### src/rtl/reg_file_pkg.sv
// Shared CPU package: register file geometry and the hard-wired zero register address.
package reg_file_pkg;

  localparam int unsigned RF_AW        = 5;
  localparam int unsigned RF_DW        = 32;
  localparam int unsigned RF_ZERO_ADDR = 0;

endpackage : reg_file_pkg

### src/rtl/reg_file_if.sv
// Register file bus: two read ports with busy flags, one write port, one scoreboard set port.
interface reg_file_if #(
  parameter int unsigned AW = 5,
  parameter int unsigned DW = 32
);

  logic [AW-1:0] ra;
  logic [AW-1:0] rb;
  logic [DW-1:0] qa;
  logic [DW-1:0] qb;
  logic          ba;
  logic          bb;
  logic          we;
  logic [AW-1:0] wr;
  logic [DW-1:0] d;
  logic          set;
  logic [AW-1:0] sr;

  modport master (
    output ra, rb, we, wr, d, set, sr,
    input  qa, qb, ba, bb
  );

  modport slave (
    input  ra, rb, we, wr, d, set, sr,
    output qa, qb, ba, bb
  );

endinterface : reg_file_if

### src/rtl/reg_file_rdport.sv
// One combinational read port: address -> data and busy flag.
// With REG_FILE_BYPASS_EN defined, a same-cycle write to the read address is forwarded.
module reg_file_rdport
  import reg_file_pkg::*;
#(
  parameter int unsigned AW = RF_AW,
  parameter int unsigned DW = RF_DW
) (
`ifdef REG_FILE_BYPASS_EN
  input  logic                         we,
  input  logic [AW-1:0]                wr,
  input  logic [DW-1:0]                d,
  input  logic                         set,
  input  logic [AW-1:0]                sr,
`endif
  input  logic [AW-1:0]                addr,
  input  logic [(2**AW)-1:0][DW-1:0]   regs,
  input  logic [(2**AW)-1:0]           busy,
  output logic [DW-1:0]                q,
  output logic                         b
);

  // Select stored data/busy; register zero always reads as idle zero.
  always_comb begin
    q = regs[addr];
    b = busy[addr];
    if (addr == AW'(RF_ZERO_ADDR)) begin
      q = '0;
      b = 1'b0;
    end
`ifdef REG_FILE_BYPASS_EN
    if (we && (wr != AW'(RF_ZERO_ADDR)) && (wr == addr)) begin
      q = d;
      b = set && (sr == addr);
    end
`endif
  end

endmodule : reg_file_rdport

### src/rtl/reg_file.sv
// Two-read/one-write register file with a per-register busy scoreboard.
// Optional feature macro: REG_FILE_BYPASS_EN (write-to-read forwarding).
module reg_file
  import reg_file_pkg::*;
#(
  parameter int unsigned DW = RF_DW,
  parameter int unsigned AW = RF_AW
) (
  input logic       clk,
  input logic       clrn,
  reg_file_if.slave bus
);

  localparam int unsigned NREG = 2**AW;

  logic [NREG-1:0][DW-1:0] regs;
  logic [NREG-1:0]         busy;
  logic                    wr_hit_c;
  logic                    set_hit_c;

  assign wr_hit_c  = bus.we  && (bus.wr != AW'(RF_ZERO_ADDR));
  assign set_hit_c = bus.set && (bus.sr != AW'(RF_ZERO_ADDR));

  // Register storage; address zero is never written.
  always_ff @(posedge clk or negedge clrn) begin
    if (!clrn) begin
      regs <= '0;
    end else if (wr_hit_c) begin
      regs[bus.wr] <= bus.d;
    end
  end

  // Scoreboard: write clears, set marks pending; set is applied last so a new producer wins.
  always_ff @(posedge clk or negedge clrn) begin
    if (!clrn) begin
      busy <= '0;
    end else begin
      if (wr_hit_c) begin
        busy[bus.wr] <= 1'b0;
      end
      if (set_hit_c) begin
        busy[bus.sr] <= 1'b1;
      end
    end
  end

  reg_file_rdport #(.AW(AW), .DW(DW)) u_port_a (
`ifdef REG_FILE_BYPASS_EN
    .we   (bus.we && clrn),
    .wr   (bus.wr),
    .d    (bus.d),
    .set  (bus.set),
    .sr   (bus.sr),
`endif
    .addr (bus.ra),
    .regs (regs),
    .busy (busy),
    .q    (bus.qa),
    .b    (bus.ba)
  );

  reg_file_rdport #(.AW(AW), .DW(DW)) u_port_b (
`ifdef REG_FILE_BYPASS_EN
    .we   (bus.we && clrn),
    .wr   (bus.wr),
    .d    (bus.d),
    .set  (bus.set),
    .sr   (bus.sr),
`endif
    .addr (bus.rb),
    .regs (regs),
    .busy (busy),
    .q    (bus.qb),
    .b    (bus.bb)
  );

endmodule : reg_file

### src/flat_wrapper.sv
// flat-port wrapper written by rule: the top's interface ports become plain ports
module reg_file_flat import reg_file_pkg::*;
#(
  parameter int unsigned DW = RF_DW,
  parameter int unsigned AW = RF_AW
)
  (clk, clrn, bus_ra, bus_rb, bus_we, bus_wr, bus_d, bus_set, bus_sr, bus_qa, bus_qb, bus_ba, bus_bb);
  reg_file_if #(.AW(AW), .DW(DW)) bus_i ();
  input logic clk;
  input logic clrn;
  input wire logic [$bits(bus_i.ra)-1:0] bus_ra;
  input wire logic [$bits(bus_i.rb)-1:0] bus_rb;
  input wire logic [$bits(bus_i.we)-1:0] bus_we;
  input wire logic [$bits(bus_i.wr)-1:0] bus_wr;
  input wire logic [$bits(bus_i.d)-1:0] bus_d;
  input wire logic [$bits(bus_i.set)-1:0] bus_set;
  input wire logic [$bits(bus_i.sr)-1:0] bus_sr;
  output wire logic [$bits(bus_i.qa)-1:0] bus_qa;
  output wire logic [$bits(bus_i.qb)-1:0] bus_qb;
  output wire logic [$bits(bus_i.ba)-1:0] bus_ba;
  output wire logic [$bits(bus_i.bb)-1:0] bus_bb;
  assign bus_i.ra = bus_ra;
  assign bus_i.rb = bus_rb;
  assign bus_i.we = bus_we;
  assign bus_i.wr = bus_wr;
  assign bus_i.d = bus_d;
  assign bus_i.set = bus_set;
  assign bus_i.sr = bus_sr;
  assign bus_qa = bus_i.qa;
  assign bus_qb = bus_i.qb;
  assign bus_ba = bus_i.ba;
  assign bus_bb = bus_i.bb;
  reg_file #(.DW(DW), .AW(AW)) u_core (.clk(clk), .clrn(clrn), .bus(bus_i));
endmodule
### config.mk
export PLATFORM = sky130hd
export DESIGN_NAME = reg_file_flat
export DESIGN_NICKNAME = d
export VERILOG_FILES = /design/src/rtl/reg_file_pkg.sv /design/src/rtl/reg_file_if.sv /design/src/rtl/reg_file_rdport.sv /design/src/rtl/reg_file.sv /design/src/flat_wrapper.sv
export SDC_FILE = /design/constraint.sdc
export NUM_CORES = 2
export LEC_CHECK = 0
export CAP_MARGIN = 20
export CORE_UTILIZATION = 50
export CTS_CLUSTER_DIAMETER = 40
export DETAILED_ROUTE_END_ITERATION = 10
export PLACE_DENSITY = 0.66
export SLEW_MARGIN = 20
export SYNTH_ARGS = -nofsm -noshare
export SYNTH_HDL_FRONTEND = slang
export SYNTH_HIERARCHICAL = 1
export SYNTH_SLANG_ARGS = --single-unit
### constraint.sdc
create_clock -name clk -period 2.9 [get_ports clk]
set_clock_uncertainty 0.1 [all_clocks]
set_input_delay 0.29 -clock clk [delete_from_list [all_inputs] [get_ports clk]]
set_output_delay 0.29 -clock clk [all_outputs]
set_load 0.005 [all_outputs]
Yosys cells after proc, flatten, opt, wreduce, memory -nomap -nowiden
Index checks and enable logic that the tools add are counted.
Word-level totals
  register bits after elaboration: 1056
  input port bits: 56
  output and inout bits: 66
Operators by class
  order comparisons: 6
  mux-type cells: 21
  bitwise operators: 3
  reduce and logical (&&, ||, !) cells: 8
Operators with widths (number)
  $bwmux 1024: 1
  $bmux 32 s5: 2
  $mux 32: 7
  $demux 32 s5: 1
  $and 32x32->32: 1
  $not 32->32: 1
  $or 32x32->32: 1
  $lt 5x6->1 const B: 4
  $bmux 1 s5: 2
  $demux 1 s5: 2
  $ge 5x1->1 const B: 2
  $logic_not 5->1: 2
  $reduce_bool 5->1: 2
  $mux 1: 6
  $logic_and 1x1->1: 4

Depth between registers and ports, before layout
  word-level depth: 9
  gate-level depth with buffers: 8

Cells and area by module
Netlist, hierarchy kept.
Modules (own cells, without submodules)
  reg_file: instances 1, cells an instance 2392, area an instance 39380.3 µm², sequential area each 26425.3 µm²
  reg_file_rdport: instances 2, cells an instance 684, area an instance 8749.6 µm², sequential area each 0.0 µm²

Least setup slack after synthesis
Ideal clock, no wire load.
  path type: input to output
  from: input port bus_ra[0]
  to: output port bus_qa[2]
  data arrival time: 1618 ps
  setup slack: 892 ps
  stages: 5
  path buffers: 2
  path through: buf_4 buf_2 mux4_2 a211oi_1 a311oi_2
On the way
  word-level cells in the longest chain between the ends: 3
  elaborated cells on any way between the ends: 4
  those cells by class: mux: 3; reduce/logical: 1
RTL lines
  start, declared: RTL line flat_wrapper.sv:11  | input wire logic [$bits(bus_i.ra)-1:0] bus_ra;
  $bmux 32 s5: RTL line reg_file_rdport.sv:25  | q = regs[addr];
  $mux 32 (implied by the code): RTL line reg_file_rdport.sv:25
  $mux 32 (*): RTL line reg_file_rdport.sv:27  | if (addr == AW'(RF_ZERO_ADDR)) begin
  end, declared: RTL line flat_wrapper.sv:18  | output wire logic [$bits(bus_i.qa)-1:0] bus_qa;
Every way passes the cells marked *; elsewhere a longest branch is shown, timed or not. The select of a mux whose other input is x is not followed.

Final worst setup path
  from: register u_core/regs[511] (netlist bit)
  to: output port bus_qa[31]
On the way
  word-level cells in the longest chain between the ends: 3
RTL lines
  start, declared: RTL line reg_file.sv:16  | logic [NREG-1:0][DW-1:0] regs;
  start signal, assigned by index: RTL line reg_file.sv:29  | regs[bus.wr] <= bus.d;
  $bmux 32 s5: RTL line reg_file_rdport.sv:25
  $mux 32 (implied by the code): RTL line reg_file_rdport.sv:25
  $mux 32: RTL line reg_file_rdport.sv:27
Every way passes these cells. The select of a mux whose other input is x is not followed.

==> report_table.html <==
<table>
<tr><th>Metric</th><th>Value</th></tr>
<tr><th colspan="2">Run status</th></tr>
<tr><td>Run status</td><td>finished with violations</td></tr>
<tr><td>Violations in the final reports</td><td>negative setup slack</td></tr>
<tr><th colspan="2">Timing</th></tr>
<tr><td>Total negative slack for setup checks</td><td>-0.0324 ns</td></tr>
<tr><td>Number of endpoints failing setup at the final stage</td><td>2</td></tr>
<tr><td>Number of failing hold endpoints at the final stage</td><td>0</td></tr>
<tr><td>Post-layout minimum cycle time</td><td>2.92 ns</td></tr>
<tr><td>Final-report max-slew violation count</td><td>0</td></tr>
<tr><td>Final period util</td><td>101%</td></tr>
<tr><td>Fin worst setup slack</td><td>-0.0170 ns</td></tr>
<tr><td>Setup repair after global routing missed its margin</td><td>true</td></tr>
<tr><td>Normalized max-slew margin</td><td>29.3%</td></tr>
<tr><td>Pin slew with the least headroom to its limit</td><td>1.06 ns</td></tr>
<tr><td>Fmax</td><td>0.343 GHz</td></tr>
<tr><th colspan="2">Floorplanning</th></tr>
<tr><td>Initial standard-cell utilization of the core</td><td>50.5%</td></tr>
<tr><td>Area of the core</td><td>0.113 mm²</td></tr>
<tr><td>Die width</td><td>339 µm</td></tr>
<tr><td>Overall die height</td><td>339 µm</td></tr>
<tr><td>I/O pin count</td><td>122</td></tr>
<tr><td>Number of rows in the core area</td><td>123</td></tr>
<tr><td>Die Footprint</td><td>0.115 mm²</td></tr>
<tr><th colspan="2">Setup path</th></tr>
<tr><td>Worst endpoint required time</td><td>2.51 ns</td></tr>
<tr><td>Critical Setup Path Class</td><td>reg -&gt; out</td></tr>
<tr><td>Arrival time worst endpoint</td><td>2.53 ns</td></tr>
<tr><td>Launching element type of the critical path</td><td>flop</td></tr>
<tr><td>Kind of capture point of the worst setup path</td><td>primary output</td></tr>
<tr><td>Maximum fanout count along the critical path</td><td>2</td></tr>
<tr><th colspan="2">Synth</th></tr>
<tr><td>Synthesized area</td><td>0.0569 mm²</td></tr>
<tr><td>Yosys warning total</td><td>6</td></tr>
<tr><td>Largest family of logic cells by synthesized area</td><td>multiplexers</td></tr>
<tr><td>Number of enable flip-flop cells after synthesis</td><td>0</td></tr>
<tr><td>Post-synthesis instance total</td><td>3760</td></tr>
<tr><td>Synth Area in Adders</td><td>0%</td></tr>
<tr><td>Post-synthesis compound-gate area fraction</td><td>5.35%</td></tr>
<tr><td>Async set-or-reset flop fraction in the synthesized netlist</td><td>100%</td></tr>
<tr><td>Xor/xnor share of the synthesized area</td><td>0%</td></tr>
<tr><td>Register bit total from synthesis</td><td>1056</td></tr>
<tr><td>Per-instance average area after synthesis</td><td>15.1 µm²</td></tr>
<tr><td>Yosys cell types</td><td>47</td></tr>
<tr><td>Share of cell area taken by muxes after synthesis</td><td>41.8%</td></tr>
<tr><td>Seq/Total Area, Yosys</td><td>46.5%</td></tr>
<tr><td>Post-synthesis simple-gate area fraction</td><td>1.83%</td></tr>
<tr><td>Net count of the mapped netlist</td><td>3816</td></tr>
<tr><td>Main synth FF type</td><td>sky130_fd_sc_hd__dfrtp_1</td></tr>
<tr><th colspan="2">Power</th></tr>
<tr><td>Proportion of power drawn by the clock network</td><td>40.6%</td></tr>
<tr><td>Total net switching power</td><td>13.3 mW</td></tr>
<tr><td>P_leak</td><td>29.6 nW</td></tr>
<tr><td>PwrDens</td><td>716 mW/mm²</td></tr>
<tr><td>Maximum VDD drop</td><td>0.619 mV</td></tr>
<tr><td>Combinational group share of total power</td><td>19.2%</td></tr>
<tr><td>Internal power consumption</td><td>35.5 mW</td></tr>
<tr><td>Post-route total power</td><td>48.8 mW</td></tr>
<tr><td>Sequential cell fraction of total power</td><td>40.1%</td></tr>
<tr><td>Switching part of the total</td><td>27.2%</td></tr>
<tr><th colspan="2">Clock network</th></tr>
<tr><td>CTS H-tree depth</td><td>4</td></tr>
<tr><td>Clock tree from TritonCTS</td><td>yes</td></tr>
<tr><td>Clock Root Buffer</td><td>sky130_fd_sc_hd__clkbuf_16</td></tr>
<tr><td>Clock slew seen by the registers of the worst setup and hold paths</td><td>0.05 ns</td></tr>
<tr><td>Total clock buffers created by CTS</td><td>159</td></tr>
<tr><td>Clk Latency, worst-skew pair</td><td>0.74 ns</td></tr>
<tr><td>CTS sink count</td><td>1056</td></tr>
<tr><td>Buffer levels on the longest clock path</td><td>3</td></tr>
<tr><th colspan="2">Route</th></tr>
<tr><td>Number of antenna-violating nets in the routed design</td><td>0</td></tr>
<tr><td>Iteration count of the initial detailed-routing pass</td><td>5</td></tr>
<tr><td>DR vias</td><td>37500</td></tr>
<tr><td>Overall routed net length</td><td>181 mm</td></tr>
<tr><td>Vias per cell</td><td>6.68</td></tr>
<tr><td>Top routing layer in use</td><td>met5</td></tr>
<tr><td>Metal3 WL</td><td>13.3 mm</td></tr>
<tr><td>Met2 WL</td><td>83.8 mm</td></tr>
<tr><td>Met1 layer wirelength in the final routing</td><td>75.2 mm</td></tr>
<tr><td>Wirelength per Cell</td><td>32.2 µm</td></tr>
<tr><td>DRC</td><td>0</td></tr>
<tr><td>Drt first-iter violations</td><td>3386</td></tr>
<tr><th colspan="2">Placed design</th></tr>
<tr><td>Weighted congestion at the end of routability-driven global placement</td><td>0.860</td></tr>
<tr><td>Sum of net half-perimeters after detailed placement</td><td>111 mm</td></tr>
<tr><td>Number of input and output port buffers inserted</td><td>121</td></tr>
<tr><td>Placed Area</td><td>0.0619 mm²</td></tr>
<tr><td>Cells after DPL</td><td>5314</td></tr>
<tr><th colspan="2">Global routing</th></tr>
<tr><td>Maximum number of pins on one net before global-route repair</td><td>100</td></tr>
<tr><td>Total Routing Usage GR</td><td>31.6%</td></tr>
<tr><td>Wire length of the first global-routing pass</td><td>267 mm</td></tr>
<tr><td>Antenna violations before repair</td><td>3</td></tr>
<tr><td>Leftover overflow at the end of global routing</td><td>0</td></tr>
<tr><td>Vias in the first global route</td><td>38600</td></tr>
<tr><th colspan="2">Hold path</th></tr>
<tr><td>Worst min path class</td><td>in -&gt; async</td></tr>
<tr><th colspan="2">Layout</th></tr>
<tr><td>Number of cells in the finished layout apart from fillers</td><td>5611</td></tr>
<tr><td>Final net count</td><td>4031</td></tr>
<tr><td>Ratio of cells with drive above 1 in the final layout</td><td>58.1%</td></tr>
<tr><td>Design area</td><td>0.0682 mm²</td></tr>
<tr><td>Relative area change from synthesis to final layout</td><td>19.9%</td></tr>
<tr><th colspan="2">Run</th></tr>
<tr><td>Max_cap viols</td><td>0</td></tr>
</table>
==> cell families after synthesis <==
logic type	Yosys count
buffers and inverters	453
and+or+nand+nor	179
DFF	1056
muxes	1652
AOI/OAI and AO/OA	420
==> power by group through the flow <==
stage	Combinational, mW	Clock [mW]	Sequential (mW)
after floorplan	6.61	0	19.1
after global placement	8.84	0	19.6
after detailed placement	9.03	0	19.7
after CTS	9.33	20.1	19.5
after global routing	9.96	20.8	20.0
final	9.40	19.8	19.6
==> critical path, cell delays in order (launching register included) <==
cell and delay, ns:
sky130_fd_sc_hd__dfrtp_1 0.40, sky130_fd_sc_hd__buf_4 0.13, sky130_fd_sc_hd__mux4_2 0.46, sky130_fd_sc_hd__mux2_4 0.31, sky130_fd_sc_hd__o21ai_2 0.11, sky130_fd_sc_hd__a311oi_1 0.05, sky130_fd_sc_hd__buf_4 0.19, sky130_fd_sc_hd__buf_6 0.11
==> path summary, 6_finish.rpt <==
check / to / cells past startpoint / slack (ns) / start
hold reg to reg: u_core/regs[3] / 0 / 0.29 / u_core/regs[3]
min in group clk: u_core/regs[3] / 0 / 0.29 / u_core/regs[3]
max in group asynchronous: u_core/regs[325] / 3 / 1.59 / clrn
setup reg to reg: u_core/regs[511] / 3 / 1.80 / u_core/regs[511]
hold / removal: u_core/regs[821] / 2 / 0.06 / clrn
setup / recovery: bus_qa[31] / 7 / -0.02 / u_core/regs[511]
==> layout make-up <==
type	instances	area (µm²)
inverters	6	27.5
flip-flops and latches	1056	26400
clock buffers	195	4380
fillers	8496	44500
diodes	1	2.50
repair buffers	501	5410
well taps	1500	1880
multi-input cells	2251	28900
clock inverters	101	1150
==> sequential cells by signal, summed over array words and instances (netlist names) <==
name	flops
u_core/busy	32
u_core/regs	1024
==> per-layer routing <==
metal / track usage, % / vias up
li1: - / 15200
met1: 44.3 / 20300
met2: 48.3 / 1589
met3: 6.10 / 432
met4: 14.0 / 4
met5: 0 / -
==> through the flow <==
step	hold slack, ns	utilization, %	setup slack (ns)
after floorplan	-0.106	-	0.892
after global placement	0.267	54.9	-0.331
after detailed placement	0.261	54.9	-0.169
after CTS	0.0417	60.4	-0.208
after global routing	0.0651	60.5	-0.0664
final	0.0599	60.5	-0.0170
==> placed cells by master (no fill, tap or decap), drive strengths merged, types with 3 or more instances in the layout <==
| cell type | n |
|---|---|
| mux4 | 462 |
| clkdlybuf4s50 | 44 |
| buf | 399 |
| bufinv | 15 |
| mux2i | 132 |
| clkinv | 38 |
| a221oi | 50 |
| clkdlybuf4s15 | 16 |
| o21ai | 134 |
| a211oi | 66 |
| nor2b | 75 |
| o2bb2ai | 3 |
| a22oi | 66 |
| nand3 | 3 |
| dlygate4sd2 | 34 |
| nand4b | 5 |
| a311oi | 66 |
| nand2b | 10 |
| a32o | 4 |
| a22o | 11 |
| mux2 | 1058 |
| dfrtp | 1056 |
| nor2 | 18 |
| nand2 | 45 |
| o2111ai | 16 |
| inv | 37 |
| clkinvlp | 17 |
| o22ai | 4 |
| clkbuf | 201 |
| or2 | 3 |
| and2 | 4 |
==> cells in the mapped netlist (2+ instances only) <==
cell type / number / area share, %
sky130_fd_sc_hd__nor3b_1: 2 / 0.026
sky130_fd_sc_hd__a221oi_2: 4 / 0.11
sky130_fd_sc_hd__a221oi_1: 46 / 0.71
sky130_fd_sc_hd__a311oi_1: 64 / 0.99
sky130_fd_sc_hd__o2111ai_1: 16 / 0.25
sky130_fd_sc_hd__o22ai_1: 4 / 0.044
sky130_fd_sc_hd__or2_1: 2 / 0.022
sky130_fd_sc_hd__a32o_1: 4 / 0.070
sky130_fd_sc_hd__dfrtp_1: 1056 / 46
sky130_fd_sc_hd__nor2_4: 2 / 0.040
sky130_fd_sc_hd__nor3_1: 2 / 0.018
sky130_fd_sc_hd__nand3b_1: 2 / 0.026
sky130_fd_sc_hd__clkbuf_1: 180 / 1.2
sky130_fd_sc_hd__o2bb2ai_1: 3 / 0.046
sky130_fd_sc_hd__nor2_1: 14 / 0.092
sky130_fd_sc_hd__nand3_2: 2 / 0.035
sky130_fd_sc_hd__a211oi_1: 66 / 0.87
sky130_fd_sc_hd__nand2_1: 45 / 0.30
sky130_fd_sc_hd__a311oi_2: 2 / 0.053
sky130_fd_sc_hd__and2_1: 4 / 0.044
sky130_fd_sc_hd__o21ai_0: 70 / 0.62
sky130_fd_sc_hd__buf_2: 144 / 1.3
sky130_fd_sc_hd__nand4b_1: 5 / 0.077
sky130_fd_sc_hd__mux2_2: 1058 / 21
sky130_fd_sc_hd__mux2i_1: 132 / 2.3
sky130_fd_sc_hd__buf_4: 58 / 0.77
sky130_fd_sc_hd__a22oi_1: 66 / 0.87
sky130_fd_sc_hd__nand4_1: 2 / 0.022
sky130_fd_sc_hd__inv_1: 6 / 0.040
sky130_fd_sc_hd__or4_4: 2 / 0.040
sky130_fd_sc_hd__a22o_1: 11 / 0.17
sky130_fd_sc_hd__clkbuf_2: 4 / 0.035
sky130_fd_sc_hd__buf_12: 4 / 0.14
sky130_fd_sc_hd__nor2b_1: 75 / 0.82
sky130_fd_sc_hd__nor4bb_1: 2 / 0.035
sky130_fd_sc_hd__nand2b_1: 10 / 0.11
sky130_fd_sc_hd__nor2_2: 2 / 0.022
sky130_fd_sc_hd__mux4_2: 426 / 17
sky130_fd_sc_hd__mux4_1: 36 / 1.7
sky130_fd_sc_hd__buf_6: 57 / 1.1
sky130_fd_sc_hd__o21ai_1: 64 / 0.56
==> repair_timing <==
action                                  in CTS  in global routing
endpoints found under the setup margin      66                 39
gates resized for setup                    294                 54
setup buffers                               17                  0
hold buffers                                 1                  0
endpoints found under the hold margin      499                  0
pin swaps                                   39                 13
(Power assumes the default switching activity.)
